## config.mk

```make
export PLATFORM = sky130hd
export DESIGN_NAME = alu_share_arbiter
export DESIGN_NICKNAME = d
export VERILOG_FILES = /design/src/rtl/alu_share_arbiter.sv
export SDC_FILE = /design/constraint.sdc
export NUM_CORES = 1
export LEC_CHECK = 0
export CAP_MARGIN = 40
export CORE_AREA = 2 2 110 112
export DETAILED_ROUTE_END_ITERATION = 10
export DIE_AREA = 0 0 112 114
export HOLD_SLACK_MARGIN = 0.05
export PLACE_DENSITY = 0.71
export SYNTH_ARGS = -nofsm -noshare
export SYNTH_HDL_FRONTEND = slang
export SYNTH_SLANG_ARGS = --single-unit
```

## constraint.sdc

```tcl
create_clock -name clk -period 1.65 [get_ports clk]
set_input_delay 0.2475 -clock clk [delete_from_list [all_inputs] [get_ports clk]]
set_output_delay 0.2475 -clock clk [all_outputs]
set_load 0.05 [all_outputs]
```

## src/rtl/alu_share_arbiter.sv

```systemverilog
// alu_share_arbiter
//   Shares one combinational ALU between two requesters (0 = EX-stage issue,
//   1 = auxiliary compare/address unit) with round-robin arbitration. The
//   granted operands drive the ALU. The ALU result is captured in a single
//   response register and returned to the requester that was granted.
//
// Ports
//   clk, rstn                 clock (rising edge), async active-low reset
//   reqN_valid/ready          request handshake for requester N
//   reqN_a/b/op               requester N operands and opcode
//   alu_a/alu_b/alu_op        drive to the shared ALU (NOP_OP and zeros when idle)
//   alu_c                     ALU result, combinational from alu_a/alu_b/alu_op
//   rspN_valid/ready          response handshake for requester N
//   rsp_data                  held result, shared by both response channels
module alu_share_arbiter #(
  parameter int          WIDTH  = 32,
  parameter int          OPW    = 5,
  parameter int unsigned NOP_OP = 0
) (
  input  logic             clk,
  input  logic             rstn,
  input  logic             req0_valid,
  output logic             req0_ready,
  input  logic [WIDTH-1:0] req0_a,
  input  logic [WIDTH-1:0] req0_b,
  input  logic [OPW-1:0]   req0_op,
  input  logic             req1_valid,
  output logic             req1_ready,
  input  logic [WIDTH-1:0] req1_a,
  input  logic [WIDTH-1:0] req1_b,
  input  logic [OPW-1:0]   req1_op,
  output logic [WIDTH-1:0] alu_a,
  output logic [WIDTH-1:0] alu_b,
  output logic [OPW-1:0]   alu_op,
  input  logic [WIDTH-1:0] alu_c,
  output logic             rsp0_valid,
  input  logic             rsp0_ready,
  output logic             rsp1_valid,
  input  logic             rsp1_ready,
  output logic [WIDTH-1:0] rsp_data
);

  localparam logic [OPW-1:0] NOP = OPW'(NOP_OP);

  typedef struct packed {
    logic [OPW-1:0]   op;
    logic [WIDTH-1:0] a;
    logic [WIDTH-1:0] b;
  } req_t;

  typedef enum logic {EMPTY, FULL} state_t;

  state_t           state, state_nxt;
  logic             owner, last_grant;
  logic [WIDTH-1:0] rsp_q;

  req_t [1:0]       req;
  logic [1:0]       req_vld;
  logic             owner_ready, can_accept;
  logic             gnt_vld, gnt_id;

  assign req[0]  = '{op: req0_op, a: req0_a, b: req0_b};
  assign req[1]  = '{op: req1_op, a: req1_a, b: req1_b};
  assign req_vld = {req1_valid, req0_valid};

  // Only the owner's rsp_ready can free the register; the other is ignored.
  assign owner_ready = owner ? rsp1_ready : rsp0_ready;
  assign can_accept  = (state == EMPTY) || ((state == FULL) && owner_ready);

  // On a tie the requester that did not win last time goes; a lone valid
  // requester always wins.
  assign gnt_vld = can_accept && (|req_vld);
  assign gnt_id  = (&req_vld) ? ~last_grant : req_vld[1];

  assign req0_ready = gnt_vld && !gnt_id;
  assign req1_ready = gnt_vld &&  gnt_id;

  always_comb begin
    alu_a  = '0;
    alu_b  = '0;
    alu_op = NOP;
    if (gnt_vld) begin
      alu_a  = req[gnt_id].a;
      alu_b  = req[gnt_id].b;
      alu_op = req[gnt_id].op;
    end
  end

  // Drain and a new accept can share an edge, so FULL->FULL is the
  // back-to-back case.
  always_comb begin
    state_nxt = state;
    case (state)
      EMPTY:   if (gnt_vld) state_nxt = FULL;
      FULL:    if (owner_ready) state_nxt = gnt_vld ? FULL : EMPTY;
      default: state_nxt = EMPTY;
    endcase
  end

  always_ff @(posedge clk or negedge rstn) begin
    if (!rstn) state <= EMPTY;
    else       state <= state_nxt;
  end

  // last_grant resets to 1 so requester 0 wins the first tie.
  always_ff @(posedge clk or negedge rstn) begin
    if (!rstn) begin
      rsp_q      <= '0;
      owner      <= 1'b0;
      last_grant <= 1'b1;
    end else if (gnt_vld) begin
      rsp_q      <= alu_c;
      owner      <= gnt_id;
      last_grant <= gnt_id;
    end
  end

  assign rsp0_valid = (state == FULL) && !owner;
  assign rsp1_valid = (state == FULL) &&  owner;
  assign rsp_data   = rsp_q;

endmodule

```

==> flow_summary_export.csv, run 1 <==
group,metric,value,unit
logic_synthesis,ys_top_cells_by_count,"a21oi_1 (70), nand2_1 (70), nand3_1 (69)",
drt,route.met2.wl,9200,microns
drt,met1_length,6450,microns
pwr,p_leak,3.40,nW
grt,grt-ovfl-total,0,
floorplan,die_area,12800,sq um
critical_path,criticalPathCategory,"reg2out",
place,portBuffers,280,
drt,drtPass1Iterations,5,
sta,tightest_slew,434,ps
clock_network,tritoncts,"yes",
sta,period_share,123,%
final_layout,drive_above_1_share,53.0,%
floorplan,die_x,112,microns
logic_synthesis,synth.net_count,503,
critical_path,critPathCaptureType,"output port",
logic_synthesis,avgSynthCellArea,8.01,sq um
floorplan,core,11700,sq um
sta,layout_setup_ws,-375,ps
logic_synthesis,ys_seq_elements,35,
floorplan,start_util,22.4,%
critical_path,r2r_start,"owner$_DFFE_PN0P_",
grt,grt_pass1_wl,22900,microns
pwr,clockPowerShare,11.8,%
critical_path,crit_start,"last_grant$_DFFE_PN1P_",
final_layout,design_area,8580,sq um
final_layout,final_core_util,73.3,%
pwr,ir_drop,0.888,mV
critical_path,required,1400,ps
critical_path,worstPathArrival,1780,ps
floorplan,rows,40,
logic_synthesis,synth_cell_types,24,
sta,setup_violations,71,
pwr,comb_power_share,75.2,%
status,outcome,"complete, but fails checks",
clock_network,clk_latency,270,ps
logic_synthesis,yosysWarningCount,0,
drt,top_layer_used,"met4",
place,dp.cells,745,
final_layout,final_cell_count_no_fill,793,
pwr,switchingPower,4.21,mW
drt,wl_met3,1110,microns
critical_path,crit_fanout,5,
drt,drcViolationCount,0,
drt,drt_wl_total,17200,microns
clock_network,cts_buffers,5,
grt,grt_max_degree,40,
pwr,seq_power_share,13.0,%
grt,track_usage,22.7,%
logic_synthesis,synth_top_area_share,32.5,%
sta,fin_skew,2.45,ps
drt,postRouteAntennaNets,0,
drt,via_per_inst,4.99,
min_path,hp-class,"in2async",
grt,antenna_found_initial,1,
logic_synthesis,yosys.area.top_type,"dfrtp_1",
sta,relSlewSlack,71.1,%
flow_run,drv_cap,0,
status,violations,"setup timing",
logic_synthesis,async_reset_ff_share,100,%
logic_synthesis,syn_area,2620,sq um
sta,hold_viol_final,0,
clock_network,numClockSinks,35,
logic_synthesis,syn-instance-count,327,
clock_network,root_buffer,"clkbuf_16",
pwr,switching_share,44.8,%
clock_network,path_clk_slew,60,ps
sta,min_period,2020,ps
final_layout,area_growth,228,%
floorplan,die_h,114,microns
grt,grt_pass1_vias,4069,
place,placed_cell_area,7160,sq um
clock_network,clk_path_buf_depth,2,
drt,num_vias,3956,
sta,grt_setup_unrepaired,"true",
clock_network,htree_levels,2,
logic_synthesis,ys.flop_type,"dfrtp_1",
floorplan,io_pins,281,
logic_synthesis,yosysSeqAreaShare,33.5,%
drt,drt_iter0_drc,257,
pwr,power_density,1100,nW/um^2
pwr,power.internal,5.20,mW
place,dpl.hpwl,11000,microns
critical_path,critical_path.startpoint_type,"register",
final_layout,fillerInstances,757,
place,gp_congestion,0.779,
final_layout,nets,820,
sta,hold_slack,390,ps
logic_synthesis,synthTopCellsByArea,"dfrtp_1 (32%), mux2_4 (17%), a21oi_1 (13%)",
final_layout,seq_area,877,sq um
sta,drv_slew,0,
drt,wl_per_cell,21.7,microns
logic_synthesis,synth_edf_count,0,
final_layout,multi_input_area,2780,sq um
sta,max_freq,494,MHz
## flip-flops by register name, summed over array words and instances, names as in the netlist
name        count
rsp_data       32
last_grant      1
owner           1
state           1
## layout make-up
cell class,instances,area share (%)
Antenna cell,1,0.0292
Clock buffer,6,1.62
Clock inverter,2,0.452
Multi-Input combinational cell,258,32.4
Sequential cell,35,10.2
Tap cell,147,2.14
Timing Repair Buffer,344,53.2
## what timing repair did
action,CTS,global route
cloned,10,13
pin swaps,6,43
hold buffers,0,0
setup endpoints to repair,71,72
buffers inserted,8,10
gates resized for setup,43,78
## power groups by stage
stage,Clock (mW),Combinational [mW],Sequential (mW)
6_report,1.11,7.08,1.22
5_1_grt,1.18,7.30,1.26
4_1_cts,1.14,6.53,1.23
3_5_place_dp,0,5.98,1.22
3_3_place_gp,0,5.91,1.21
2_1_floorplan,0,2.74,1.91
## worst max-delay path, cell delays in order (launching register included)
cell and delay, ps:
dfstp_2 540, a21bo_4 200, buf_12 150, clkbuf_16 140
nand3_1 130, a21oi_4 180, buf_12 150
## final timing paths
kind / end / slack (ps) / cells after the start
min: rsp_data[20]$_DFFE_PN0P_ / 390 / 2
min in group clk: rsp_data[10]$_DFFE_PN0P_ / 500 / 1
max reg2reg: rsp_data[18]$_DFFE_PN0P_ / 80 / 6
max: alu_b[13] / -370 / 6
min reg2reg: rsp_data[10]$_DFFE_PN0P_ / 500 / 1
max in group asynchronous: last_grant$_DFFE_PN1P_ / 920 / 2
## cell usage in the layout, fill, tap and decap left out, types with 3 or more instances in the layout
| cell type | synthesis | layout |
|---|---|---|
| nand3_2 | 0 | 13 |
| nand3_1 | 69 | 38 |
| clkdlybuf4s50_1 | 0 | 173 |
| nand3_4 | 0 | 18 |
| nand2_1 | 70 | 44 |
| dfrtp_1 | 34 | 34 |
| nand2_4 | 0 | 10 |
| nand2_2 | 0 | 16 |
| mux2_4 | 30 | 30 |
| clkbuf_16 | 0 | 15 |
| nand2b_1 | 3 | 3 |
| buf_12 | 0 | 88 |
| buf_6 | 3 | 9 |
| buf_4 | 9 | 49 |
| a21oi_4 | 1 | 70 |
| buf_16 | 0 | 11 |
## per-stage QoR
stage | power, mW | worst slack, ps | setup TNS, ps
5_1_grt | 9.73 | -422 | -26230
3_5_place_dp | 7.21 | -394 | -30670
6_report | 9.41 | -375 | -22180
2_1_floorplan | 4.64 | -166 | -10420
3_3_place_gp | 7.13 | -390 | -30510
4_1_cts | 8.90 | -366 | -23820
## metal layers
layer  up-vias  track usage (%)
met5         -                0
met3        27             4.84
li1       1781                -
met2       185             41.5
met4         0             6.59
met1      1963             26.8
## logic make-up after synthesis
group	count (synthesis)	synth area share, %
simple gates	149	25.4
compound gates	76	15.7
flops	35	33.5
buf+inv	34	7.07
mux	33	18.4
No activity file was read; power rests on OpenSTA's default activity.
==> run 2, diff against run 1 <==
- CAP_MARGIN: 40 -> default
==> results of run 2 <==
Final layout, timing and power as in run 1 (identical DEF).
